<file path="src/rtl/nn_pkg.sv">
// nn_pkg: default network dimensions, derived ROM geometry and FSM state type
// shared by the nn_infer_ctrl sequencer and its hidden-activation buffer.
package nn_pkg;

    localparam int unsigned DEF_N_IN  = 784;
    localparam int unsigned DEF_N_HID = 32;
    localparam int unsigned DEF_N_OUT = 10;
    localparam int unsigned DEF_W_W   = 8;
    localparam int unsigned DEF_ACC_W = 24;
    localparam int unsigned DEF_SHIFT = 6;

    // Layer-2 neurons start right after all layer-1 weight/bias rows.
    localparam int unsigned L2_BASE   = DEF_N_HID * (DEF_N_IN + 1);
    localparam int unsigned ROM_DEPTH = L2_BASE + DEF_N_OUT * (DEF_N_HID + 1);
    localparam int unsigned ROM_AW    = $clog2(ROM_DEPTH);

    typedef enum logic [1:0] {
        IDLE,
        L1,
        L2,
        FIN
    } nn_state_t;

endpackage

</file>
<file path="src/rtl/nn_hidden_buf.sv">
// nn_hidden_buf: N_HID x 8 hidden-activation RAM, one write port and one
// registered read port (1-cycle read latency). Contents are not reset.
module nn_hidden_buf
    import nn_pkg::*;
#(
    parameter int unsigned DEPTH = DEF_N_HID,
    parameter int unsigned AW    = $clog2(DEF_N_HID)
) (
    input  logic          clk_i,
    input  logic          we_i,
    input  logic [AW-1:0] waddr_i,
    input  logic [7:0]    wdata_i,
    input  logic [AW-1:0] raddr_i,
    output logic [7:0]    rdata_o
);

    logic [7:0] mem_q [DEPTH];

    // Synchronous write and registered read.
    always_ff @(posedge clk_i) begin
        if (we_i) begin
            mem_q[waddr_i] <= wdata_i;
        end
        rdata_o <= mem_q[raddr_i];
    end

endmodule

</file>
<file path="src/rtl/nn_infer_ctrl.sv">
// nn_infer_ctrl: two-layer MNIST MLP sequencer. Walks canvas and weight ROM,
// drives one signed MAC through both layers, stores ReLU-quantised hidden
// activations and arg-maxes the output logits into Digit.
// Optional feature macro NN_SCORE_OUT_EN adds the Max_score output port.
module nn_infer_ctrl
    import nn_pkg::*;
#(
    parameter int unsigned N_IN  = DEF_N_IN,
    parameter int unsigned N_HID = DEF_N_HID,
    parameter int unsigned N_OUT = DEF_N_OUT,
    parameter int unsigned W_W   = DEF_W_W,
    parameter int unsigned ACC_W = DEF_ACC_W,
    parameter int unsigned SHIFT = DEF_SHIFT,
    localparam int unsigned WA_W = $clog2(N_HID * (N_IN + 1) + N_OUT * (N_HID + 1))
) (
    input  logic                    Clk,
    input  logic                    Reset,
    input  logic                    Start,
    output logic                    Busy,
    output logic                    Done,
    output logic [3:0]              Digit,
    output logic [9:0]              Pix_addr,
    input  logic                    Pix_data,
    output logic [WA_W-1:0]         W_addr,
`ifdef NN_SCORE_OUT_EN
    output logic signed [ACC_W-1:0] Max_score,
`endif
    input  logic signed [W_W-1:0]   W_data
);

    localparam int unsigned L2_OFS  = N_HID * (N_IN + 1);
    localparam int unsigned IDX_MAX = (N_IN > N_HID) ? N_IN : N_HID;
    localparam int unsigned IW      = $clog2(IDX_MAX + 2);
    localparam int unsigned NRN_MAX = (N_HID > N_OUT) ? N_HID : N_OUT;
    localparam int unsigned NW      = $clog2(NRN_MAX);
    localparam int unsigned HW      = $clog2(N_HID);

    localparam logic [IW-1:0] L1_BIAS  = IW'(N_IN);
    localparam logic [IW-1:0] L1_DRAIN = IW'(N_IN + 1);
    localparam logic [IW-1:0] L2_BIAS  = IW'(N_HID);
    localparam logic [IW-1:0] L2_DRAIN = IW'(N_HID + 1);
    localparam logic [NW-1:0] L1_LAST  = NW'(N_HID - 1);
    localparam logic [NW-1:0] L2_LAST  = NW'(N_OUT - 1);

    nn_state_t               state_q, state_d;
    logic [IW-1:0]           idx_q, idx_d;
    logic [NW-1:0]           nrn_q, nrn_d;
    logic signed [ACC_W-1:0] acc_q, acc_d;
    logic signed [ACC_W-1:0] best_q, best_d;
    logic [3:0]              cand_q, cand_d;
    logic [3:0]              digit_q, digit_d;
`ifdef NN_SCORE_OUT_EN
    logic signed [ACC_W-1:0] score_q, score_d;
`endif

    logic signed [ACC_W-1:0] w_ext, l1_term, l2_term, sum_bias, acc_sh;
    logic signed [W_W+8:0]   hid_s, wd_s, prod;
    logic [7:0]              hid_rd, hid_wr;
    logic                    win_upd;
    logic                    buf_we;
    logic [HW-1:0]           buf_waddr, buf_raddr;

    nn_hidden_buf #(
        .DEPTH (N_HID),
        .AW    (HW)
    ) u_hid_buf (
        .clk_i   (Clk),
        .we_i    (buf_we),
        .waddr_i (buf_waddr),
        .wdata_i (hid_wr),
        .raddr_i (buf_raddr),
        .rdata_o (hid_rd)
    );

    // MAC operands, bias-completed sum, ReLU/clamp quantiser and argmax compare.
    always_comb begin
        w_ext    = {{(ACC_W - W_W){W_data[W_W-1]}}, W_data};
        l1_term  = Pix_data ? w_ext : '0;
        hid_s    = {{W_W{1'b0}}, hid_rd};
        wd_s     = {{9{W_data[W_W-1]}}, W_data};
        prod     = hid_s * wd_s;
        l2_term  = {{(ACC_W - W_W - 9){prod[W_W+8]}}, prod};
        sum_bias = acc_q + w_ext;
        acc_sh   = sum_bias >>> SHIFT;
        if (acc_sh[ACC_W-1]) begin
            hid_wr = '0;
        end else if (|acc_sh[ACC_W-2:8]) begin
            hid_wr = '1;
        end else begin
            hid_wr = acc_sh[7:0];
        end
        win_upd = (nrn_q == '0) || (sum_bias > best_q);
    end

    // Next-state, counters, accumulator and output decode.
    always_comb begin
        state_d   = state_q;
        idx_d     = idx_q;
        nrn_d     = nrn_q;
        acc_d     = acc_q;
        best_d    = best_q;
        cand_d    = cand_q;
        digit_d   = digit_q;
`ifdef NN_SCORE_OUT_EN
        score_d   = score_q;
`endif
        buf_we    = 1'b0;
        buf_waddr = HW'(nrn_q);
        buf_raddr = '0;
        W_addr    = '0;
        Pix_addr  = '0;
        Busy      = 1'b0;
        Done      = 1'b0;

        case (state_q)
            IDLE: begin
                if (Start) begin
                    state_d = L1;
                    idx_d   = '0;
                    nrn_d   = '0;
                end
            end

            // Data arriving in cycle idx belongs to the address of idx-1;
            // the cycle after the bias address is the drain.
            L1: begin
                Busy = 1'b1;
                if (idx_q <= L1_BIAS) begin
                    W_addr = WA_W'(nrn_q) * WA_W'(N_IN + 1) + WA_W'(idx_q);
                end
                if (idx_q < L1_BIAS) begin
                    Pix_addr = 10'(idx_q);
                end
                if (idx_q == '0) begin
                    acc_d = '0;
                end else if (idx_q <= L1_BIAS) begin
                    acc_d = acc_q + l1_term;
                end
                if (idx_q == L1_DRAIN) begin
                    buf_we = 1'b1;
                    idx_d  = '0;
                    if (nrn_q == L1_LAST) begin
                        state_d = L2;
                        nrn_d   = '0;
                    end else begin
                        nrn_d = nrn_q + 1'b1;
                    end
                end else begin
                    idx_d = idx_q + 1'b1;
                end
            end

            L2: begin
                Busy = 1'b1;
                if (idx_q <= L2_BIAS) begin
                    W_addr = WA_W'(L2_OFS) + WA_W'(nrn_q) * WA_W'(N_HID + 1) + WA_W'(idx_q);
                end
                if (idx_q < L2_BIAS) begin
                    buf_raddr = HW'(idx_q);
                end
                if (idx_q == '0) begin
                    acc_d = '0;
                end else if (idx_q <= L2_BIAS) begin
                    acc_d = acc_q + l2_term;
                end
                if (idx_q == L2_DRAIN) begin
                    idx_d = '0;
                    if (win_upd) begin
                        best_d = sum_bias;
                        cand_d = 4'(nrn_q);
                    end
                    if (nrn_q == L2_LAST) begin
                        // Final compare result goes straight to Digit so it
                        // is valid in the Done cycle itself.
                        state_d = FIN;
                        nrn_d   = '0;
                        digit_d = win_upd ? 4'(nrn_q) : cand_q;
`ifdef NN_SCORE_OUT_EN
                        score_d = win_upd ? sum_bias : best_q;
`endif
                    end else begin
                        nrn_d = nrn_q + 1'b1;
                    end
                end else begin
                    idx_d = idx_q + 1'b1;
                end
            end

            // FIN is the Done cycle; it is idle from the outside, so a Start
            // here begins the next inference just as from IDLE.
            FIN: begin
                Done = 1'b1;
                if (Start) begin
                    state_d = L1;
                    idx_d   = '0;
                    nrn_d   = '0;
                end else begin
                    state_d = IDLE;
                end
            end
        endcase
    end

    // State and datapath registers with synchronous reset.
    always_ff @(posedge Clk) begin
        if (Reset) begin
            state_q <= IDLE;
            idx_q   <= '0;
            nrn_q   <= '0;
            acc_q   <= '0;
            best_q  <= '0;
            cand_q  <= '0;
            digit_q <= '0;
`ifdef NN_SCORE_OUT_EN
            score_q <= '0;
`endif
        end else begin
            state_q <= state_d;
            idx_q   <= idx_d;
            nrn_q   <= nrn_d;
            acc_q   <= acc_d;
            best_q  <= best_d;
            cand_q  <= cand_d;
            digit_q <= digit_d;
`ifdef NN_SCORE_OUT_EN
            score_q <= score_d;
`endif
        end
    end

    assign Digit = digit_q;
`ifdef NN_SCORE_OUT_EN
    assign Max_score = score_q;
`endif

endmodule

</file>
<file path="config.mk">
export PLATFORM = sky130hd
export DESIGN_NAME = nn_infer_ctrl
export DESIGN_NICKNAME = d
export VERILOG_FILES = /design/src/rtl/nn_pkg.sv /design/src/rtl/nn_hidden_buf.sv /design/src/rtl/nn_infer_ctrl.sv
export SDC_FILE = /design/constraint.sdc
export NUM_CORES = 1
export LEC_CHECK = 0
export CAP_MARGIN = 10
export CORE_AREA = 2 2 203 205
export DETAILED_ROUTE_END_ITERATION = 12
export DIE_AREA = 0 0 205 207
export PLACE_DENSITY_LB_ADDON = 0.05
export SLEW_MARGIN = 30
export SYNTH_ARGS = -nofsm -noshare
export SYNTH_HDL_FRONTEND = slang
export SYNTH_HIERARCHICAL = 1
export SYNTH_SLANG_ARGS = --single-unit
</file>
<file path="constraint.sdc">
create_clock -name Clk -period 8.85 [get_ports Clk]
set_input_delay 2.2125 -clock Clk [delete_from_list [all_inputs] [get_ports Clk]]
set_output_delay 2.2125 -clock Clk [all_outputs]
set_load 0.05 [all_outputs]
</file>
**Word-level counts from Yosys, hierarchy flattened**

Memories as Yosys holds them, arrays and structs flattened. A register that Yosys moved wholly into a read port is not among the register bits.
Cells that the tools add are included.
W data, S select, Z words.

- Latch bits: 0
- Memories kept: 1
- Logic and storage cells: 92
- ROM bits: 0
- Input port bits: 12
- RAM bits: 256
- Flip-flop bits (word level): 73

- Bitwise operators: 0
- Multipliers: 3
- Divide/modulo/power cells: 0
- Multiplexer cells: 39
- Order comparisons: 5
- Shifts and indexed selects: 0
- Reductions and logical operators: 14
- Eq/ne operators: 15
- Add/sub/neg operators: 8

Memories:

| name | depth | width | read ports | clocked after memory_dff | wr ports | RTL line | text |
|---|---|---|---|---|---|---|---|
| u_hid_buf.mem_q | 32 | 8 | 1 | 1 | 1 | nn_hidden_buf.sv:17 | `logic [7:0] mem_q [DEPTH];` |

Operator list:

| kind | count |
|---|---|
| $mux W24 | 5 |
| $mux W10 | 5 |
| $pmux W24 S2 | 1 |
| $mux W5 | 7 |
| $add A15 B10 Y15 | 2 |
| $mux W15 | 2 |
| $pmux W10 S3 | 1 |
| $pmux W15 S2 | 1 |
| $add A24 B17 Y24 | 1 |
| $add A24 B24 Y24 | 1 |
| $add A24 B8 Y24 | 1 |
| $gt A24 B24 Y1 | 1 |
| $mul A9 B8 Y17 | 1 |
| $mux W8 | 2 |
| $add A14 B12 Y15 const A | 1 |
| $mul A5 B10 Y15 const B | 1 |
| $pmux W5 S3 | 1 |
| $reduce_and A3 Y1 | 4 |
| $mul A5 B6 Y11 const B | 1 |
| $add A10 B1 Y10 const B | 1 |
| $eq A10 B10 Y1 const B | 1 |
| $eq A10 B6 Y1 const B | 1 |
| $le A10 B10 Y1 const B | 1 |
| $le A10 B6 Y1 const B | 1 |
| 23 further kinds | 40 |

**Depth between registers and ports, before layout**

- Depth in word-level cells: 5
- Gate-level depth with buffers: 21
- Depth with buffers taken out: 20

**Modules after synthesis**

The synthesis kept the hierarchy.

By module, submodules not included:

| module | sequential area each (um^2) | times used | cells each | area an instance (um^2) |
|---|---|---|---|---|
| nn_infer_ctrl | 1,461.4 | 1 | 1,408 | 11,380.9 |
| nn_hidden_buf | 7,847.5 | 1 | 417 | 10,053.4 |

**Worst setup path after synthesis**

No wires, ideal clock.

- Kind: input port to flip-flop
- Start point: input W_data[1]
- End point: register acc_q[23]
- Library setup time: 127 ps
- Path slack: 1,712 ps
- Arrival: 7,011 ps
- Required time: 8,723 ps
- Stages on the path: 17
- Path through: clkbuf_1 > nand2_1 > fa_1 > inv_1 > fa_1 > fa_1 > fa_1 > fa_1 > ha_1 > nand3_1 > o2111ai_1 > a31oi_1 > o21ai_0 > a311o_1 > a311oi_1 > xnor2_1 > o211ai_1

- Word-level cells in the longest chain between the ends: 5

RTL lines:

| element | RTL line | text |
|---|---|---|
| start, declared | nn_infer_ctrl.sv:28 | `input logic signed [W_W-1:0] W_data` |
| $mul A9 B8 Y17 / $mux W24 (equally long branches) | nn_infer_ctrl.sv:81, nn_infer_ctrl.sv:78 |  |
| $add A24 B17 Y24 / $add A24 B24 Y24 (equally long branches) | nn_infer_ctrl.sv:164, nn_infer_ctrl.sv:137 |  |
| $mux W24, on equally long branches | nn_infer_ctrl.sv:163, nn_infer_ctrl.sv:136 |  |
| $mux W24, on equally long branches | nn_infer_ctrl.sv:161, nn_infer_ctrl.sv:134 |  |
| $pmux W24 S2 (*) | nn_infer_ctrl.sv:115 | `case (state_q)` |
| end signal, assigned | nn_infer_ctrl.sv:210 | `acc_q <= '0;` |
| end signal, assigned | nn_infer_ctrl.sv:221 | `acc_q <= acc_d;` |
| end, declared | nn_infer_ctrl.sv:48 | `logic signed [ACC_W-1:0] acc_q, acc_d;` |

Every way passes the cells marked *; elsewhere a longest branch is shown, timed or not. The select of a mux whose other input is x is not followed.
A chain may end at the register's enable or synchronous reset.

**Worst setup path in the final report**

- Start point: input W_data[4]
- End point: register acc_q[23]

The elaborated chain is that of the path after synthesis.

==> summary.txt <==
hold path start -> best_q[1]$_SDFFE_PP0P_
R2R Path End -> acc_q[23]$_SDFFE_PP0P_
clock sink count -> 337
Seq/Total Area, Yosys -> 0.434
htree depth -> 2
fillcell total -> 3389
crit start category -> input port
fraction of layout cells with a size suffix above 1 -> 0.110
Reg power frac -> 0.388
GRT overflow -> 0
# nets final -> 2157
Logic pwr share -> 0.303
Tmin final -> 7610 ps
setup_tns -> 0 ps
Synth area leader -> edfxtp_1
Crit. End Element -> flip-flop
r2r setup slk -> 2930 ps
Final Skew -> 19.7 ps
Starting DRT DRC Count -> 900
YS warnings -> 6
die width -> 205 µm
status -> finished clean
most frequent cells in the layout -> 256 x edfxtp_1, 200 x ha_1, 159 x inv_1
highest cell delay on the worst timing path -> 710 ps
IO Pins -> 43
Hold Path Sink -> best_q[1]$_SDFFE_PP0P_
area of the core -> 40400 µm²
ant diodes -> 0
P&R area growth vs syn -> 10.5%
reg2reg start -> u_hid_buf/rdata_o[0]$_DFF_P_
reg2reg path depth -> 16
worst slew pin tran -> 981 ps
register bit count reported by yosys -> 337
Finished Cell Area -> 23700 µm²
CTS clk-pin slew, worst paths -> 60 ps
top cell type's share of synthesized area -> 0.359
Clk network pwr share -> 0.309
worst hold slack -> 476 ps
Max-cap violations -> 0
power density cells -> 199 nW/µm²
Max clock buf depth -> 3
RSZ-0062 raised after global routing -> no
Crit-path slowest cell -> clkdlybuf4s50_1
vias per std cell -> 5.92
CTS tree -> yes
Max Fclk -> 0.131 GHz
Avg WL per Cell -> 21.0 µm
detailed-route via count -> 14400
drt total wl -> 51.2 mm
Post-synth ARST share -> 0
commonest non-fill, non-tap cell in the layout -> edfxtp_1
syn_area_per_cell -> 11.7 µm²
Die Y -> 207 µm
Setup Crit Path Kind -> in2reg
postcts setup bufs -> 0
Cells after Synth -> 1825
initial antenna violation count -> 0
DR DRC count -> 0
Clock Latency Late Sink -> 530 ps
ranking of synthesized cells by area -> edfxtp_1 36%, ha_1 12%, mux4_2 8.4%
GRT Util Overall -> 0.245
mapped cell area -> 21400 µm²
PostCTS Resize Cnt -> 0
LEAKAGE -> 9.10 nW
hold path depth -> 2
Critical Path AT -> 8010 ps
Port Buffers -> 42
worst path cell trace -> clkdlybuf4s50_1, nand2_1, fa_1, fa_1, inv_1, fa_1, fa_1, fa_1, ha_1, nand3_1, o2111ai_1, a31oi_1, o21ai_0, a311o_1, a311oi_1, xnor2_1, o211ai_1
max_slew headroom -> 0.346
post-route antenna net violation count -> 0
pin count of the biggest net entering global routing -> 65
Post-synth top flop -> edfxtp_1
switching part of the total -> 0.331
first-pass GRT wire length -> 81.0 mm
most frequent CP cell -> fa_1
cell-internal power -> 3.15 mW
starting density of the core -> 0.531
Num CTS Buffers -> 36
DPL Wire Length -> 36.6 mm
syn_nets -> 2104
Yosys cell types -> 84
FP Rows -> 74
EDFF count, synth -> 256
final period utilization -> 0.860
Fin. Hold Viols -> 0
Final Max Tran Viols -> 0
worst vdd ir -> 0.000169 V
final setup violation count -> 0
Worst EP required -> 9250 ps
GPL Wtd Cong -> 0.865
vias in the first global route -> 14400
Top delay family on crit path -> adder cells
Psw -> 1.56 mW
worst-path maximum fanout -> 10
DP Area -> 22500 µm²
Worst setup startpoint -> W_data[4]
die area -> 42400 µm²
Hold Buf Count CTS -> 0
worst path bufs/invs -> 2
Root Buffer -> clkbuf_16
worst hold path class -> reg2reg
DRT Pass-1 Iters -> 5
## sequential cells by signal, indices dropped and copies added, names as in the netlist
| name | cells |
|---|---|
| u_hid_buf/rdata_o | 8 |
| state_q | 2 |
| idx_q | 10 |
| u_hid_buf/mem_q | 256 |
| acc_q | 24 |
| cand_q | 4 |
| best_q | 24 |
| Digit | 4 |
| buf_waddr | 5 |
## power groups by stage
stage / sequential, mW / combinational (mW) / clock [mW]
finish: 1.83 / 1.43 / 1.45
CTS: 1.83 / 1.43 / 1.49
global placement: 1.86 / 1.39 / 0
floorplan: 1.85 / 1.02 / 0
global route: 1.83 / 1.60 / 1.54
detailed placement: 1.86 / 1.42 / 0
## per-stage QoR
| step | power, mW | std cells | setup slack [ps] | utilization |
|---|---|---|---|---|
| floorplan | 2.87 | 1825 | 1710 | - |
| global placement | 3.25 | 2372 | 781 | 0.558 |
| detailed placement | 3.28 | 2372 | 696 | 0.559 |
| CTS | 4.74 | 2436 | 1240 | 0.587 |
| global route | 4.96 | 2436 | 932 | 0.587 |
| finish | 4.71 | 2436 | 1240 | 0.587 |
## per-layer routing
metal,part of all wire,track usage
met1,0.44,0.339
met2,0.49,0.415
met3,0.048,0.0266
met4,0.021,0.0598
met5,0,0
## worst min-delay path, stage by stage (launching register included)
cell and delay, ps:
dfxtp_1 300, o21ai_0 60, a21oi_1 60
## kinds of logic after synthesis
kind of cell	share of synthesized area
buffers and inverters	0.0403
XOR/XNOR	0.0306
multiplexers	0.0944
adder cells (fa/ha/maj)	0.179
AO/OA/AOI/OAI	0.108
AND/OR/NAND/NOR	0.113
flip-flops	0.434
## Yosys cell counts, types with 16 or more instances
cell type	count
and3_1	22
nand3_1	43
a21oi_1	104
o21ai_0	70
a21o_1	35
and2_1	55
nand4_1	16
clkbuf_1	28
inv_1	159
fa_1	66
nand2_1	119
edfxtp_1	256
dfxtp_1	81
ha_1	201
a31oi_1	17
mux4_2	80
xor2_1	23
nor3_1	34
xnor2_1	52
nor2_1	114
## worst max-delay path by stage
stage / end / depth (start not counted)
floorplan: acc_q[23]$_SDFFE_PP0P_ / 17
global placement: acc_q[23]$_SDFFE_PP0P_ / 17
detailed placement: acc_q[23]$_SDFFE_PP0P_ / 17
CTS: acc_q[23]$_SDFFE_PP0P_ / 17
global route: acc_q[23]$_SDFFE_PP0P_ / 17
finish: acc_q[23]$_SDFFE_PP0P_ / 17
## cell type report
class                      instances  area, µm²  share of cell area
multi-input combinational       1274      11400               0.479
sequential                       337       9310               0.393
clock buffer                      48        977              0.0413
tap                              532        666              0.0281
timing repair buffer              70        629              0.0266
inverter                         159        597              0.0252
clock inverter                    16        153             0.00645
Note: power is estimated with default switching activity, not from simulation.
